==> config.mk <==
export PLATFORM = sky130hd
export DESIGN_NAME = uart_receiver
export DESIGN_NICKNAME = d
export VERILOG_FILES = /design/src/rtl/uart_pkg.sv /design/src/rtl/uart_receiver_bit_sync.sv /design/src/rtl/uart_receiver.sv
export SDC_FILE = /design/constraint.sdc
export NUM_CORES = 1
export LEC_CHECK = 0
export CORE_MARGIN = 4
export CORE_UTILIZATION = 40
export CTS_BUF_LIST = sky130_fd_sc_hd__clkbuf_2
export CTS_CLUSTER_SIZE = 25
export DETAILED_ROUTE_END_ITERATION = 8
export GPL_ROUTABILITY_DRIVEN = 0
export GPL_TIMING_DRIVEN = 0
export PLACE_DENSITY = 0.65
export SYNTH_ARGS = -nofsm -noshare
export SYNTH_HDL_FRONTEND = slang
export SYNTH_SLANG_ARGS = --single-unit
==> constraint.sdc <==
create_clock -name clk -period 3 [get_ports clk]
set_input_delay 0.6 -clock clk [delete_from_list [all_inputs] [get_ports clk]]
set_output_delay 0.6 -clock clk [all_outputs]
set_load 0.01 [all_outputs]
==> src/rtl/uart_pkg.sv <==
// Shared UART definitions: receiver FSM state codes, frame width
// and the default bit period used by both transmit and receive paths.
package uart_pkg;

    localparam int UART_DATA_BITS  = 8;
    localparam int UART_CLK_CYCLES = 4167;

    typedef logic [2:0] uart_state_t;

    localparam uart_state_t ST_IDLE      = 3'd0;
    localparam uart_state_t ST_START     = 3'd1;
    localparam uart_state_t ST_DATA      = 3'd2;
    localparam uart_state_t ST_STOP      = 3'd3;
    localparam uart_state_t ST_WAIT_IDLE = 3'd4;

endpackage

==> src/rtl/uart_receiver_bit_sync.sv <==
// bit_sync: 2-flop synchroniser, resets to all-ones (idle-high lines).
// Ports: clk, rst_n, d_i[WIDTH] async input, q_o[WIDTH] synchronised.
module bit_sync #(
    parameter int WIDTH = 1
) (
    input  logic             clk,
    input  logic             rst_n,
    input  logic [WIDTH-1:0] d_i,
    output logic [WIDTH-1:0] q_o
);

    logic [WIDTH-1:0] meta_q;
    logic [WIDTH-1:0] sync_q;

    always_ff @(posedge clk or negedge rst_n) begin
        if (!rst_n) begin
            meta_q <= '1;
            sync_q <= '1;
        end else begin
            meta_q <= d_i;
            sync_q <= meta_q;
        end
    end

    assign q_o = sync_q;

endmodule

==> src/rtl/uart_receiver.sv <==
// uart_receiver: 8N1 deserialiser with one-cycle valid / frame_err strobes.
// Ports: clk, rst_n, uart_rx (async pin), data[8], valid, frame_err.
// Macro UART_RX_MAJORITY_EN: 2-of-3 vote over the last three rxs samples.
module uart_receiver
    import uart_pkg::*;
#(
    parameter int CLK_CYCLES = UART_CLK_CYCLES,
    parameter int CTR_WIDTH  = 16
) (
    input  logic                      clk,
    input  logic                      rst_n,
    input  logic                      uart_rx,
    output logic [UART_DATA_BITS-1:0] data,
    output logic                      valid,
    output logic                      frame_err
);

    localparam int CW = $clog2(UART_DATA_BITS);

    localparam logic [CTR_WIDTH-1:0] HALF_T = CTR_WIDTH'(CLK_CYCLES / 2 - 1);
    localparam logic [CTR_WIDTH-1:0] FULL_T = CTR_WIDTH'(CLK_CYCLES - 1);
    localparam logic [CW-1:0]        LAST_B = CW'(UART_DATA_BITS - 1);

    logic rxs;
    logic bit_s;

    uart_state_t               state_q, state_d;
    logic [CTR_WIDTH-1:0]      timer_q, timer_d;
    logic [CW-1:0]             cnt_q, cnt_d;
    logic [UART_DATA_BITS-1:0] sh_q, sh_d;
    logic [UART_DATA_BITS-1:0] data_q, data_d;
    logic                      valid_q, valid_d;
    logic                      ferr_q, ferr_d;

    bit_sync #(.WIDTH(1)) u_sync (
        .clk   (clk),
        .rst_n (rst_n),
        .d_i   (uart_rx),
        .q_o   (rxs)
    );

`ifdef UART_RX_MAJORITY_EN
    // rxs one and two cycles back, so at timer == target the vote
    // covers target-2, target-1 and target.
    logic [1:0] hist_q;

    always_ff @(posedge clk or negedge rst_n) begin
        if (!rst_n) begin
            hist_q <= 2'b11;
        end else begin
            hist_q <= {hist_q[0], rxs};
        end
    end

    assign bit_s = (rxs & hist_q[0])
                 | (rxs & hist_q[1])
                 | (hist_q[0] & hist_q[1]);
`else
    assign bit_s = rxs;
`endif

    always_comb begin
        state_d = state_q;
        timer_d = timer_q;
        cnt_d   = cnt_q;
        sh_d    = sh_q;
        data_d  = data_q;
        valid_d = 1'b0;
        ferr_d  = 1'b0;
        unique case (state_q)
            ST_IDLE: begin
                if (!rxs) begin
                    timer_d = '0;
                    state_d = ST_START;
                end
            end
            ST_START: begin
                if (timer_q == HALF_T) begin
                    if (bit_s) begin
                        // line went back high: glitch, not a start bit
                        state_d = ST_IDLE;
                    end else begin
                        timer_d = '0;
                        cnt_d   = '0;
                        state_d = ST_DATA;
                    end
                end else begin
                    timer_d = timer_q + CTR_WIDTH'(1);
                end
            end
            ST_DATA: begin
                if (timer_q == FULL_T) begin
                    timer_d = '0;
                    sh_d    = {bit_s, sh_q[UART_DATA_BITS-1:1]};
                    cnt_d   = cnt_q + CW'(1);
                    if (cnt_q == LAST_B) begin
                        state_d = ST_STOP;
                    end
                end else begin
                    timer_d = timer_q + CTR_WIDTH'(1);
                end
            end
            ST_STOP: begin
                if (timer_q == FULL_T) begin
                    timer_d = '0;
                    if (bit_s) begin
                        data_d  = sh_q;
                        valid_d = 1'b1;
                        state_d = ST_IDLE;
                    end else begin
                        // hold off until the line idles so a break
                        // is not decoded as a run of 0x00 bytes
                        ferr_d  = 1'b1;
                        state_d = ST_WAIT_IDLE;
                    end
                end else begin
                    timer_d = timer_q + CTR_WIDTH'(1);
                end
            end
            ST_WAIT_IDLE: begin
                if (rxs) begin
                    state_d = ST_IDLE;
                end
            end
            default: begin
                state_d = ST_IDLE;
            end
        endcase
    end

    always_ff @(posedge clk or negedge rst_n) begin
        if (!rst_n) begin
            state_q <= ST_IDLE;
            timer_q <= '0;
            cnt_q   <= '0;
            sh_q    <= '0;
            data_q  <= '0;
            valid_q <= 1'b0;
            ferr_q  <= 1'b0;
        end else begin
            state_q <= state_d;
            timer_q <= timer_d;
            cnt_q   <= cnt_d;
            sh_q    <= sh_d;
            data_q  <= data_d;
            valid_q <= valid_d;
            ferr_q  <= ferr_d;
        end
    end

    assign data      = data_q;
    assign valid     = valid_q;
    assign frame_err = ferr_q;

endmodule

==> flow_summary.toml, run 1 <==
[clock_tree]
cts_buffer_depth = 2
cts_tree = "done"
cts_hold_buf = 0
ctsResizeCount = 0
cts_sinks = 42
htree_levels = 2
clkSlewWorstSetupHoldPaths_ns = 0.24
root_buffer = "clkbuf_2"
cts_setup_buffers = 0
cts_buffers = 5
clk_latency_ns = 0.41

[finish]
drive_above_1_share_pct = 16.7
final_cells = 292
num-nets-final = 228
nFillCells = 488
seqCellArea_mm2 = 0.00105
areaGrowthSynthToFinish_pct = 13.4
multi_input_area_mm2 = 0.00102
diodes = 0

[floorplan]
initial_core_util_pct = 41.7
die_w_um = 81.5
die-area_mm2 = 0.00663
core_mm2 = 0.00517
rows = 26
io_pins = 13
die_h_um = 81.5

[synthesis]
syn_nets = 208
synth_area_per_cell_um2 = 10.7
synthAdderAreaFrac_pct = 2.32
synth_warnings = 0
synth_xor_area_share_pct = 0.406
synth_compound_area_share_pct = 15.2
synth_cell_type_count = 47
synthSimpleGateAreaFrac_pct = 19.0
synth_top_flop_cell = "dfrtp_1"
synthCells = 201
async_flop_share_pct = 100
yosysTopAreaCell = "dfrtp_1"
ys_seq_elements = 42
synthTopCellsByArea = "dfrtp_1 46%, mux2_4 5.6%, mux2_2 4.2%"
synth_top_family_by_area = "simple AND/OR/NAND/NOR gates"
synthesis.area_mm2 = 0.00216
synth_top_area_share_pct = 46.4
synth_edf_count = 0
seq_area_frac_synth_pct = 48.8
synthMuxAreaShare_pct = 10.2

[power]
ir_worst_vdd_mv = 0.290
p_per_area_mw_per_mm2 = 377
finalPower_uw = 923
p_leak_nw = 1.10

[drt]
drt_first_pass_iters = 4
wire_per_inst_um = 14.1
wirelength_mm = 4.11
drc = 0
drt_iter0_markers = 67
vias = 1590
drtAntennaViolNets = 0
vias_per_cell = 5.45

[critical_path]
r2r-end = "timer_q[8]"
end_kind = "register"
path_cells = "inv_1 > ha_1 > nor4b_2 > and4_1 > buf_2 > o31a_1 > clkbuf_1 > nand2_1 > o311ai_0"
cp.arrival_ns = 2.75
r2r_slack_ns = 0.54
path_class = "reg2reg"
crit_required_ns = 3.29
r2r_cells = 9
slowest_delay_ns = 0.48
crit_fanout = 10
r2r_start = "timer_q[0]"
startpoint = "timer_q[0]"
slowest_stage = "dfrtp_1"
cp-start-kind = "register"

[global_route]
grt_max_degree = 26
grt_pass1_wl_mm = 7.05
track_usage_pct = 13.7
antenna_found_initial = 0
grt_pass1_vias = 1489
overflow = 0

[sta]
rsz0062_at_grt = "false"
maxClockFrequency_ghz = 0.406
fin_crit_sh_pct = 82.0
finClkSkew_ns = 0.0291
max_slew_margin_pct = 63.7
worst_pin_slew_ns = 0.540
maxSlewViolCount = 0
period_needed_ns = 2.46
setup_ws_ns = 0.540
setup_violations = 0
tns_ns = 0
finalHoldViolCount = 0

[placed_design]
pre_cts_ws_ns = 0.553
dp.cells = 284
dp.final_hpwl_mm = 2.88
io_buffers = 12

[worst_hold_path]
hp-class = "in2async"

[run]
timing.max_cap.violations = 0

[run_status]
status = "completed"
where the power goes:
part / switching, mW / internal, mW
clock: 0.188 / 0.144
combinational: 0.0145 / 0.00579
sequential: 0.000311 / 0.570
critical path: cells and delay by family, from the launching register on:
family	cells	cell delay (ns)
and+or+nand+nor	3	0.59
AOI/OAI and AO/OA	2	0.42
buffers and inverters	3	0.72
adders and majority gates	1	0.15
DFF	1	0.48
area by class of cell:
| cell class | count | area share [%] |
|---|---|---|
| Sequential cell | 42 | 43.0 |
| Multi-Input combinational cell | 140 | 41.5 |
| Timing Repair Buffer | 13 | 5.52 |
| Tap cell | 70 | 3.58 |
| Buffer | 12 | 2.50 |
| Clock inverter | 2 | 1.53 |
| Clock buffer | 6 | 1.23 |
| Inverter | 7 | 1.07 |
metal layers:
layer,GRT usage [%],wire (um),vias to the layer above
met1,18.4,2010,772
met4,5.24,38,0
met5,0,0,-
met2,21.6,1900,30
li1,-,-,784
met3,2.96,157,4
synth_stat cells (4+ instances only):
cell type and instances:
dfrtp_1 40, nand2_1 15, o21ai_0 15, nand3_1 11, nor2_1 11, a21oi_1 8, mux2_2 8, mux2_4 8
a21o_1 6, inv_1 6, a22o_1 5, clkbuf_1 5, nor3_1 5, ha_1 4, nor3b_1 4, or4_1 4
worst max-delay path by stage:
stage	endpoint	slack, ns
after floorplan	data[0]	0.84
after global placement	timer_q[4]	0.25
after detailed placement	timer_q[1]	0.55
after CTS	timer_q[8]	0.50
after global routing	timer_q[8]	0.32
final	timer_q[8]	0.54
stage by stage:
step | instance area (um2) | hold WS [ns] | utilization [%]
floorplan | 2160 | 0.304 | -
global route | 2450 | 0.0690 | 47.3
global placement | 2370 | 0.346 | 45.7
finish | 2450 | 0.0744 | 47.3
detailed placement | 2380 | 0.348 | 46.0
CTS | 2450 | 0.0779 | 47.3
kinds of logic after synthesis:
| logic type | count (synthesis) |
|---|---|
| buf+inv | 19 |
| simple gates | 70 |
| compound gates | 48 |
| fa+ha+maj | 4 |
| mux | 17 |
| xor+xnor | 1 |
| flops | 42 |
layout by cell type, fill, tap and decap left out, drive strengths merged, types with 8 or more instances in the layout:
cell type and count:
dfrtp 40, nand3 11, mux2 16, buf 8, nor2 11, clkbuf 12
nand2 15, a21oi 8, clkdlybuf4s50 11, o21ai 15
registers in the layout, indices dropped and copies added (netlist names):
| name | count |
|---|---|
| valid | 1 |
| data | 8 |
| u_sync.meta_q | 1 |
| state_q | 3 |
| frame_err | 1 |
| timer_q | 16 |
| u_sync.q_o | 1 |
| cnt_q | 3 |
| sh_q | 8 |
Note: power is estimated with default switching activity, not from simulation.
==> run 2: changes to the inputs <==
==> constraint.sdc (replaced) <==
create_clock -name clk -period 2.57 [get_ports clk]
set_input_delay 0.514 -clock clk [delete_from_list [all_inputs] [get_ports clk]]
set_output_delay 0.514 -clock clk [all_outputs]
set_load 0.01 [all_outputs]
==> run 2 against run 1 <==
  * Critical path type unchanged
  * Sequential power rose by 17%
  * Die area did not move
  * Combinational power rose by 23%
  * Maximum frequency rose by 2.9%
  * Critical path depth fell by 1
  * Core utilization rose by 0.44 points
  * Power rose by 17%
  * Design area rose by 0.92%
  * Clock power rose by 17%
  * Global-route usage barely moved
  * Cell count rose by 0.34%
  * Highest routed layer unchanged
==> flow_summary.toml, run 2 (same netlist as run 1, synthesis figures left out) <==
[global_route]
track_usage_pct = 13.8
antenna_found_initial = 0
grt_pass1_vias = 1501
grt_max_degree = 26
overflow = 0
grt_pass1_wl_mm = 7.08

[finish]
multi_input_area_mm2 = 0.00103
finalInstanceArea_mm2 = 0.00247
final_cell_mix = "40 x dfrtp_1, 15 x nand2_1, 15 x o21ai_0"
diodes = 0
largest_reg_flops = 16
nFillCells = 483
final_cells = 293
utilization_pct = 47.8
areaGrowthSynthToFinish_pct = 14.5
seqCellArea_mm2 = 0.00105
drive_above_1_share_pct = 17.0
final_common_cell = "dfrtp_1"
num-nets-final = 229
regMostFlops = "timer_q"

[sta]
hold_slack_ns = 0.372
period_needed_ns = 2.39
tns_ns = 0
worst_pin_slew_ns = 0.546
setup_ws_ns = 0.180
max_slew_margin_pct = 63.3
rsz0062_at_grt = "false"
maxClockFrequency_ghz = 0.418
finClkSkew_ns = 0.0192
maxSlewViolCount = 0
fin_crit_sh_pct = 93.0
finalHoldViolCount = 0
setup_violations = 0

[drt]
wire_per_inst_um = 14.0
vias_per_cell = 5.36
drtAntennaViolNets = 0
drt_iter0_markers = 82
drc = 0
drt_first_pass_iters = 4
wirelength_mm = 4.10
vias = 1570

[worst_hold_path]
hp-class = "reg2reg"
holdPathStages = 0

[clock_tree]
root_buffer = "clkbuf_2"
cts_buffers = 5
cts_setup_buffers = 0
htree_levels = 2
cts_sinks = 42
clk_latency_ns = 0.41
clkSlewWorstSetupHoldPaths_ns = 0.20
cts_buffer_depth = 2
cts_tree = "done"

[run_status]
status = "completed"

[floorplan]
io_pins = 13
die_w_um = 81.5
die-area_mm2 = 0.00663
rows = 26
core_mm2 = 0.00517
initial_core_util_pct = 41.7
die_h_um = 81.5

[critical_path]
crit_required_ns = 2.88
crit_fanout = 8
cp-start-kind = "register"
r2r_slack_ns = 0.18
path_class = "reg2reg"
r2r_cells = 8
end_kind = "register"
cp.arrival_ns = 2.70

[power]
switching_share_pct = 21.9
finalPower_mw = 1.08
intPower_uw = 841
combPwrFrac_pct = 2.3
p_seq_share_pct = 61.8
p_leak_nw = 1.11
ir_worst_vdd_mv = 0.337
p_switching_uw = 236
p_per_area_mw_per_mm2 = 436
clockPowerShare_pct = 35.9

[placed_design]
dp.cells = 284
pre_cts_ws_ns = 0.123
dp.final_hpwl_mm = 2.88
io_buffers = 12
placed_area_mm2 = 0.00238

[run]
timing.max_cap.violations = 0
-- run 2: changes by cell type in the layout (fill, tap and decap cells not counted), sizes merged --
cell         change
dlygate4sd3      +1
-- run 2: timing repair --
| item | in CTS | in global routing |
|---|---|---|
| gates resized for setup | 0 | 3 |
| hold endpoints to repair | 7 | 0 |
| hold buffers | 1 | 0 |
| endpoints found under the setup margin | 0 | 8 |
-- run 2: critical path: stages (launching register included) --
cell,delay (ns)
dfrtp_1,0.48
inv_1,0.11
ha_1,0.15
nor4b_2,0.27
and4_1,0.23
buf_4,0.14
or4b_1,0.46
buf_6,0.17
mux2_4,0.29
-- run 2: area by class of cell --
cell class | count | area share, %
multi-input combinational | 140 | 41.6
buffer | 12 | 2.53
tap | 70 | 3.54
sequential | 42 | 42.6
clock buffer | 6 | 1.22
clock inverter | 2 | 1.52
timing repair buffer | 14 | 5.87
inverter | 7 | 1.06
-- run 2: metal layers --
layer,vias to the layer above,wire (um),track usage [%]
met3,8,153,2.96
li1,782,-,-
met4,0,63,5.24
met5,-,0,0
met1,752,1980,18.4
met2,28,1910,21.7
-- run 2: path summary, 6_finish.rpt --
kind	start	end
max in group asynchronous	rst_n	timer_q[15]
min reg2reg	u_sync.meta_q	u_sync.q_o
min in group asynchronous	rst_n	sh_q[6]
min	u_sync.meta_q	u_sync.q_o
max	timer_q[0]	data[1]
max reg2reg	timer_q[0]	data[1]
-- run 2: power groups by stage --
| stage | combinational [mW] | clock, mW | sequential [mW] |
|---|---|---|---|
| 6_report | 0.0249 | 0.387 | 0.665 |
| 3_5_place_dp | 0.0252 | 0 | 0.676 |
| 5_1_grt | 0.0294 | 0.432 | 0.666 |
| 4_1_cts | 0.0265 | 0.405 | 0.665 |
| 2_1_floorplan | 0.00453 | 0 | 0.677 |
| 3_3_place_gp | 0.0218 | 0 | 0.676 |
